==> config.mk <==
export PLATFORM = sky130hd
export DESIGN_NAME = dhm_pd_switch_ctrl
export DESIGN_NICKNAME = d
export VERILOG_FILES = /design/src/rtl/dhm_pd_pkg.sv /design/src/rtl/dhm_pd_delay_cnt.sv /design/src/rtl/dhm_pd_switch_ctrl.sv
export SDC_FILE = /design/constraint.sdc
export NUM_CORES = 1
export LEC_CHECK = 0
export BUFFER_PORTS_ARGS = -buffer_cell sky130_fd_sc_hd__buf_2
export CAP_MARGIN = 20
export CORE_UTILIZATION = 24
export CTS_CLUSTER_SIZE = 12
export DETAILED_ROUTE_END_ITERATION = 8
export PLACE_DENSITY = 0.51
export SLEW_MARGIN = 20
export SYNTH_ARGS = -nofsm -noshare
export SYNTH_HDL_FRONTEND = slang
export SYNTH_SLANG_ARGS = --single-unit
==> constraint.sdc <==
create_clock -name clk -period 3.5 [get_ports clk]
set_input_delay 0.35 -clock clk [delete_from_list [all_inputs] [get_ports clk]]
set_output_delay 0.35 -clock clk [all_outputs]
set_load 0.01 [all_outputs]
==> src/rtl/dhm_pd_pkg.sv <==
// Shared types and defaults for the dhm power-domain switch controller.
// Counter width helper sizes the single down-counter for the longest wait.
package dhm_pd_pkg;

    typedef enum logic [3:0] {
        ST_ON,
        ST_ISO_DN,
        ST_RST_DN,
        ST_SW_DN,
        ST_OFF,
        ST_SW_UP,
        ST_PG_WAIT,
        ST_RST_UP,
        ST_ISO_UP
    } pd_sw_state_e;

    localparam int DEF_N_STAGES   = 4;
    localparam int DEF_SW_DLY     = 8;
    localparam int DEF_ISO_DLY    = 4;
    localparam int DEF_PG_TIMEOUT = 255;

    function automatic int cnt_width(input int a, input int b, input int c);
        int m;
        m = a;
        if (b > m) m = b;
        if (c > m) m = c;
        return $clog2(m + 1);
    endfunction

endpackage

==> src/rtl/dhm_pd_delay_cnt.sv <==
// Load/decrement down-counter shared by every timed wait of the controller.
// Holds at zero once expired; zero is flagged while the count is zero.
module dhm_pd_delay_cnt #(
    parameter int W = 8
) (
    input  logic         clk,
    input  logic         reset_n,
    input  logic         load,
    input  logic [W-1:0] load_val,
    output logic         zero
);

    logic [W-1:0] cnt_q;
    logic [W-1:0] cnt_d;

    always_comb begin
        cnt_d = cnt_q;
        if (load) begin
            cnt_d = load_val;
        end else if (cnt_q != '0) begin
            cnt_d = cnt_q - 1'b1;
        end
    end

    always_ff @(posedge clk) begin
        if (!reset_n) begin
            cnt_q <= '0;
        end else begin
            cnt_q <= cnt_d;
        end
    end

    assign zero = (cnt_q == '0);

endmodule

==> src/rtl/dhm_pd_switch_ctrl.sv <==
// Power-domain responder: sequences isolation, domain reset and staged switch
// enables in answer to sleep, and returns sleep_ack once the domain is off.
module dhm_pd_switch_ctrl
    import dhm_pd_pkg::*;
#(
    parameter int N_STAGES   = DEF_N_STAGES,
    parameter int SW_DLY     = DEF_SW_DLY,
    parameter int ISO_DLY    = DEF_ISO_DLY,
    parameter int PG_TIMEOUT = DEF_PG_TIMEOUT
) (
    input  logic                clk,
    input  logic                reset_n,
    input  logic                sleep,
    output logic                sleep_ack,
    input  logic                pwr_good,
    output logic [N_STAGES-1:0] sw_en,
    output logic                iso_en,
    output logic                pd_rst_n,
    output logic                busy,
    output logic                pg_err,
    output pd_sw_state_e        dbg_state
);

    localparam int CW = cnt_width(SW_DLY, ISO_DLY, PG_TIMEOUT);
    // A wait of L cycles loads L-1 so the exit edge lands exactly L cycles after entry.
    localparam logic [CW-1:0] SW_LOAD  = CW'(SW_DLY - 1);
    localparam logic [CW-1:0] ISO_LOAD = CW'(ISO_DLY - 1);
    localparam logic [CW-1:0] PG_LOAD  = CW'(PG_TIMEOUT - 1);
    localparam logic [N_STAGES-1:0] ALL_ON = '1;
    localparam logic [N_STAGES-1:0] ONE    = N_STAGES'(1);

    pd_sw_state_e        state_q, state_d;
    logic [N_STAGES-1:0] sw_en_q, sw_en_d;
    logic                iso_en_q, iso_en_d;
    logic                pd_rst_n_q, pd_rst_n_d;
    logic                sleep_ack_q, sleep_ack_d;
    logic                busy_q, busy_d;
    logic                pg_err_q, pg_err_d;
    logic                pg_meta_q, pg_meta_d;
    logic                pg_sync_q, pg_sync_d;
    logic [N_STAGES-1:0] sw_up;
    logic                cnt_load;
    logic [CW-1:0]       cnt_val;
    logic                cnt_zero;

    dhm_pd_delay_cnt #(.W(CW)) u_delay_cnt (
        .clk      (clk),
        .reset_n  (reset_n),
        .load     (cnt_load),
        .load_val (cnt_val),
        .zero     (cnt_zero)
    );

    assign sw_up = (sw_en_q << 1) | ONE;

    always_comb begin
        state_d     = state_q;
        sw_en_d     = sw_en_q;
        iso_en_d    = iso_en_q;
        pd_rst_n_d  = pd_rst_n_q;
        sleep_ack_d = sleep_ack_q;
        pg_err_d    = pg_err_q;
        pg_meta_d   = pwr_good;
        pg_sync_d   = pg_meta_q;
        cnt_load    = 1'b0;
        cnt_val     = '0;
        case (state_q)
            ST_ON: begin
                if (sleep) begin
                    state_d  = ST_ISO_DN;
                    iso_en_d = 1'b1;
                    cnt_load = 1'b1;
                    cnt_val  = ISO_LOAD;
                end
            end
            ST_ISO_DN: begin
                if (cnt_zero) begin
                    state_d    = ST_RST_DN;
                    pd_rst_n_d = 1'b0;
                end
            end
            ST_RST_DN: begin
                state_d  = ST_SW_DN;
                sw_en_d  = sw_en_q >> 1;
                cnt_load = 1'b1;
                cnt_val  = SW_LOAD;
            end
            ST_SW_DN: begin
                if (cnt_zero) begin
                    if (sw_en_q == '0) begin
                        state_d     = ST_OFF;
                        sleep_ack_d = 1'b1;
                    end else begin
                        sw_en_d  = sw_en_q >> 1;
                        cnt_load = 1'b1;
                        cnt_val  = SW_LOAD;
                    end
                end
            end
            ST_OFF: begin
                if (!sleep) begin
                    state_d     = ST_SW_UP;
                    sleep_ack_d = 1'b0;
                    sw_en_d     = sw_up;
                    cnt_load    = 1'b1;
                    cnt_val     = SW_LOAD;
                end
            end
            ST_SW_UP: begin
                if (cnt_zero) begin
                    sw_en_d  = sw_up;
                    cnt_load = 1'b1;
                    if (sw_up == ALL_ON) begin
                        state_d = ST_PG_WAIT;
                        cnt_val = PG_LOAD;
                    end else begin
                        cnt_val = SW_LOAD;
                    end
                end
            end
            ST_PG_WAIT: begin
                // A sleep request here backs out through the switch ramp without touching reset.
                if (sleep) begin
                    state_d  = ST_SW_DN;
                    sw_en_d  = sw_en_q >> 1;
                    cnt_load = 1'b1;
                    cnt_val  = SW_LOAD;
                end else if (pg_sync_q) begin
                    state_d = ST_RST_UP;
                end else if (cnt_zero) begin
                    pg_err_d = 1'b1;
                end
            end
            ST_RST_UP: begin
                state_d    = ST_ISO_UP;
                pd_rst_n_d = 1'b1;
                cnt_load   = 1'b1;
                cnt_val    = ISO_LOAD;
            end
            ST_ISO_UP: begin
                if (cnt_zero) begin
                    state_d  = ST_ON;
                    iso_en_d = 1'b0;
                end
            end
            default: begin
                state_d     = ST_OFF;
                sw_en_d     = '0;
                iso_en_d    = 1'b1;
                pd_rst_n_d  = 1'b0;
                sleep_ack_d = 1'b1;
            end
        endcase
        busy_d = (state_d != ST_ON) && (state_d != ST_OFF);
    end

    always_ff @(posedge clk) begin
        if (!reset_n) begin
            state_q     <= ST_OFF;
            sw_en_q     <= '0;
            iso_en_q    <= 1'b1;
            pd_rst_n_q  <= 1'b0;
            sleep_ack_q <= 1'b1;
            busy_q      <= 1'b0;
            pg_err_q    <= 1'b0;
            pg_meta_q   <= 1'b0;
            pg_sync_q   <= 1'b0;
        end else begin
            state_q     <= state_d;
            sw_en_q     <= sw_en_d;
            iso_en_q    <= iso_en_d;
            pd_rst_n_q  <= pd_rst_n_d;
            sleep_ack_q <= sleep_ack_d;
            busy_q      <= busy_d;
            pg_err_q    <= pg_err_d;
            pg_meta_q   <= pg_meta_d;
            pg_sync_q   <= pg_sync_d;
        end
    end

    assign sw_en     = sw_en_q;
    assign iso_en    = iso_en_q;
    assign pd_rst_n  = pd_rst_n_q;
    assign sleep_ack = sleep_ack_q;
    assign busy      = busy_q;
    assign pg_err    = pg_err_q;
    assign dbg_state = state_q;

endmodule

==> out/metrics.cfg, run 1 <==
[clock_tree]
cts_resized=0
cts_tree=built
clock_latency_ps=280
cts_buffers=3
clk_pin_slew_ps=90
clockBufferDepth=2
hold_buffers=0
post_cts_buffers=0
clock_sinks=23
htreeDepth=1
cts_root_buffer=clkbuf_8

[final_layout]
multiInputGateArea_um2=816
regArea_um2=460
nFillCells=610
diodes=0
final_cells=247
syn2layout_area_growth_pct=10.7
design_area_um2=1510
num-nets-final=182
final_layout_size_suffix_gt1_frac=0.166

[drt]
wl_per_cell_um=13.6
via_per_inst=4.99
drt_wl_total_mm=3.37
num_vias=1232
drt-pass1-iter-count=4
drtAntennaViolNets=0
drc=0
first_iter_violations=54

[worst_setup_path]
crit_path_start=dbg_state[1]
critical_path_class=reg -> reg
worstPathArrival_ps=2530
cpMaxStageDelayCell=dfxtp_1
critPathMaxStageDelay_ps=740
path_cells=and2b_1 -> mux2_2 -> a211oi_1 -> o21ai_0 -> a21oi_1
critPathMaxFanout=23
end_kind=flop
worstPathRequired_ps=3720
worstReg2RegStart=dbg_state[1]
cp-start-kind=flop

[synthesis]
synth_cell_types=49
yosysMostFrequentCell=dfxtp_1
synth_commonest_cells=dfxtp_1, o21ai_0, nand2_1, nor2_1, a21oi_1
synthFlopType=dfxtp_1
synthCells=163
async_flop_share=0
synth_edf_count=0
synth_seq_cells=23
seq_area_frac_synth=0.337
synth.area.top_cells=dfxtp_1, o21ai_0, nand2_1
syn-num-nets=169
synth_top_area_cell=dfxtp_1
syn_area_um2=1370
synth_top_area_frac=0.337
syn_avg_cell_area_um2=8.37
yosysWarnings=0

[grt]
grt.overflow.total=0
grt_pass1_vias=1181
antenna_found_initial=0
grtUsageTotal=0.120
grt_max_degree=24
grt_first_pass_wirelength_mm=5.78

[sta]
setup_viol=0
hold_ws_ps=282
hold_viol=0
period_minus_slack_ps=2310
tns_ps=0
slew-limit-headroom=0.484
min_period_over_period=0.661
rsz0062_at_grt=false
max_freq_mhz=432
tightest_slew_ps=767
clock_skew_ps=7.73
final_max_slew_viol_count=0

[floorplanning]
io_pins=17
die_area_um2=5990
start_util=0.248
std_cell_rows=27
core-area_um2=5510
die_height_um=77.4
die_width_um=77.4

[placed_design]
dpl_cell_area_um2=1470
io_buffer_count=16
hpwlAfterDp_mm=2.40
dp.cells=243
place_congestion=0.789

[status]
status=finished clean

[power_and_ir_drop]
ir_worst_vdd_v=0.000176
power.total_w=0.000813
powerDensity_nw_per_um2=538
p_leak_nw=0.595

[flow_run]
cap_violations=0

[hold_path]
hold_path.class=in -> reg
hp-start=pwr_good

[where the power goes]
group	internal, W	switching [W]	total [W]
registers	0.000299	0.0000469	0.000346
clock network	0.0000799	0.0000976	0.000177
logic	0.000126	0.000163	0.000290
[final cells by class]
type / instances / share of cell area
sequential: 23 / 0.305
timing repair buffer: 16 / 0.0530
clock inverter: 1 / 0.00331
inverter: 5 / 0.0124
tap: 72 / 0.0596
clock buffer: 3 / 0.0273
multi-input combinational: 127 / 0.540
[through the flow]
step                      setup WS, ps   util
final                             1190  0.274
after global routing              1010  0.274
after CTS                         1210  0.274
after detailed placement          1240  0.266
after global placement            1230  0.266
after floorplan                   1660      -
[flip-flops by register name, indices dropped and copies added, names as in the netlist]
register / count
pd_rst_n: 1
sw_en: 4
sleep_ack: 1
u_delay_cnt.cnt_q: 8
iso_en: 1
pg_err: 1
pg_sync_q: 1
dbg_state: 4
pg_meta_q: 1
busy: 1
[worst max-delay path, delay by kind of cell (launching register included)]
| kind | cells | cell delay (ps) |
|---|---|---|
| flip-flops | 1 | 740 |
| multiplexers | 1 | 260 |
| AND/OR/NAND/NOR | 1 | 290 |
| AO/OA/AOI/OAI | 3 | 970 |
[cell usage in the layout (no fill, tap or decap), types with 2 or more instances in the layout]
master    instances
xor2_1            4
a21o_1            2
xnor2_1           3
dfxtp_1          23
ha_1              2
or2_2             2
nand2_1          14
nor3_1            6
or4_1             2
and3_2            2
and2_1            4
nor2_1           14
a21boi_0          2
nand4_1           2
inv_1             5
clkbuf_8          3
nor2b_1           4
a21oi_1           9
a211oi_1          3
buf_2            16
nand3_1           4
a31oi_1           3
o21a_1            2
o21ai_0          16
o211ai_1          2
a32oi_1           2
o22ai_1           2
nand2b_1          2
[metal layers]
| metal | wire length [um] | part of all wire | global-route usage |
|---|---|---|---|
| met1 | 1620 | 0.48 | 0.158 |
| met2 | 1580 | 0.47 | 0.196 |
| met3 | 120 | 0.036 | 0.0176 |
| met4 | 45 | 0.013 | 0.0453 |
| met5 | 0 | 0 | 0 |
[cell families (layout without fill, tap and decap cells)]
kind of cell               after synthesis  count (layout)  synth area share
and+or+nand+nor                         66              66             0.274
AOI/OAI and AO/OA                       51              51             0.252
DFF                                     23              23             0.337
buffers and inverters                   13              25            0.0651
xor gates and xnor gates                 7               7            0.0449
adders and majority gates                2               2            0.0183
muxes                                    1               1           0.00825
[final timing paths]
path                                   to  slack (ps)  cells after the start
worst max-delay path             sw_en[2]        1190                      5
worst min-delay path            pg_meta_q         280                      2
worst max register to register   sw_en[2]        1190                      5
worst min register to register  pg_sync_q         440                      1
Power figures use the tool's default switching activity.
==> run 2, diff against run 1 <==
clock period = 2.15 ns   (was 3.5 ns; I/O delays follow)
==> run 2 against run 1 <==
Sequential power rose by 62%. Flip-flop and latch count did not move. Critical endpoint unchanged. Clock power rose by 55%.
==> out/metrics.cfg, run 2 (same netlist as run 1, synthesis figures left out) <==
[status]
status=finished clean

[worst_setup_path]
r2r_end=sw_en[2]
reg2reg_depth=5  ; unchanged
end_kind=flop
worstPathRequired_ps=2350  ; -1370 ps
critPathCapture=sw_en[2]
critPathMaxStageDelay_ps=460  ; -280 ps
path_depth=5  ; unchanged
critPathMaxFanout=9  ; -61%
cp-start-kind=flop
cpMaxStageDelayCell=or4_1
critical_path_class=reg -> reg
worstPathArrival_ps=2130  ; -400 ps
path_cells=nor4_4 -> nand3_4 -> a41o_4 -> or4_1 -> a21oi_1
critPathTopFamily=simple AND/OR/NAND/NOR gates
reg2reg_slack_ps=220  ; -960 ps
worstReg2RegStart=u_delay_cnt.cnt_q[2]
crit_path_start=u_delay_cnt.cnt_q[2]
crit_buf_inv=0  ; unchanged

[clock_tree]
cts_root_buffer=clkbuf_8
hold_buffers=0  ; unchanged
cts_resized=0  ; unchanged
post_cts_buffers=0  ; unchanged
clock_latency_ps=270  ; about the same
cts_buffers=3  ; unchanged
clk_pin_slew_ps=80  ; about the same
htreeDepth=1  ; unchanged
cts_tree=built
clock_sinks=23  ; unchanged
clockBufferDepth=2  ; unchanged

[grt]
grt_first_pass_wirelength_mm=5.64  ; -2.3%
antenna_found_initial=0  ; unchanged
grt_max_degree=14  ; -42%
grtUsageTotal=0.118  ; -0.00174
grt.overflow.total=0  ; unchanged
grt_pass1_vias=1205  ; +2.0%

[power_and_ir_drop]
p_leak_nw=0.640  ; +7.5%
p_seq_frac=0.428  ; +0.002
clockPowerShare=0.210  ; -0.008
comb_power_share=0.362  ; +0.006
power_switching_w=0.000478  ; +55%
powerDensity_nw_per_um2=829  ; +54%
swShare=0.365  ; -0.0136
power.total_w=0.00131  ; +61%
ir_worst_vdd_v=0.000247  ; +41%
internal-power_w=0.000832  ; +64%

[drt]
drc=0  ; unchanged
wl_per_cell_um=12.8  ; -6.4%
wl_met2_mm=1.47  ; -7.2%
top_layer=met4
wl_met3_um=134  ; +12%
num_vias=1258  ; +2.1%
via_per_inst=4.91  ; -1.5%
drtAntennaViolNets=0  ; unchanged
drt-pass1-iter-count=4  ; unchanged
wl_met1_mm=1.60  ; -0.93%
first_iter_violations=59  ; +9.3%
drt_wl_total_mm=3.27  ; -3.0%

[placed_design]
place_congestion=0.807  ; +2.3%
place_ws_ps=254  ; -983 ps
io_buffer_count=16  ; unchanged
hpwlAfterDp_mm=2.43  ; +1.1%

[sta]
min_period_over_period=0.895  ; +0.234
slew-limit-headroom=0.589  ; +0.106
period_minus_slack_ps=1930  ; -389 ps
rsz0062_at_grt=false
tns_ps=0  ; unchanged
max_freq_mhz=519  ; +20%
clock_skew_ps=1.58  ; -6.15 ps
final_max_slew_viol_count=0  ; unchanged
setup_viol=0  ; unchanged
hold_viol=0  ; unchanged
tightest_slew_ps=609  ; -158 ps
setup_slack_ps=225  ; -961 ps

[final_layout]
largest_reg_flops=8  ; unchanged
largest_register=u_delay_cnt.cnt_q
final_core_util=0.287  ; +0.0123
syn2layout_area_growth_pct=15.7
final_layout_size_suffix_gt1_frac=0.207  ; +0.0408
num-nets-final=191  ; +4.9%
diodes=0  ; unchanged
layout_common_cells=dfxtp_1, o21ai_0, buf_2, nor2_1, nand2_1
layout_commonest_cell=dfxtp_1

[floorplanning]
die_width_um=77.4  ; unchanged
std_cell_rows=27  ; unchanged
io_pins=17  ; unchanged
start_util=0.248  ; unchanged
die_height_um=77.4  ; unchanged
die_area_um2=5990  ; unchanged
core-area_um2=5510  ; unchanged

[flow_run]
cap_violations=0  ; unchanged

[hold_path]
hold_path.class=in -> reg

run 2: cell count changes in the layout (fill, tap and decap cells not counted), sizes merged:
cell	change
buf	+9
run 2: power by group through the flow:
stage          Combinational [W]  Sequential (W)  Clock [W]
5_1_grt                 0.000540        0.000570   0.000309
4_1_cts                 0.000475        0.000561   0.000289
2_1_floorplan           0.000383        0.000562          0
6_report                0.000474        0.000561   0.000275
3_5_place_dp            0.000473        0.000571          0
3_3_place_gp            0.000476        0.000572          0
run 2: stage by stage:
stage	hold WS [ps]	instances	instance area, um^2
global route	158	256	1580
detailed placement	422	252	1530
CTS	150	256	1580
global placement	414	252	1530
finish	151	256	1580
floorplan	342	163	1370
run 2: worst reg2reg max path: stages (launching register included):
cell and delay, ps:
dfxtp_1 370, nor4_4 410, nand3_4 180, a41o_4 320, or4_1 460, a21oi_1 130
run 2: final cells by class:
class	count	area, um^2
fill	583	3930
inverter	5	18.8
multi-input combinational	127	816
tap	72	90.1
clock inverter	1	5.00
clock buffer	3	41.3
timing repair buffer	25	148
sequential	23	460
run 2: how the worst min path moves through the flow:
stage          slack, ps   endpoint      start  cells after the start
2_1_floorplan        340  pg_meta_q   pwr_good                      1
3_3_place_gp         410  pg_sync_q  pg_meta_q                      1
3_5_place_dp         420  pg_sync_q  pg_meta_q                      1
4_1_cts              150  pg_meta_q   pwr_good                      2
5_1_grt              160  pg_meta_q   pwr_good                      2
6_report             150  pg_meta_q   pwr_good                      2
run 2: layer usage:
layer | track usage | vias to the layer above
met5 | 0 | -
met4 | 0.0509 | 0
met3 | 0.0176 | 6
met2 | 0.184 | 32
met1 | 0.160 | 582
li1 | - | 638
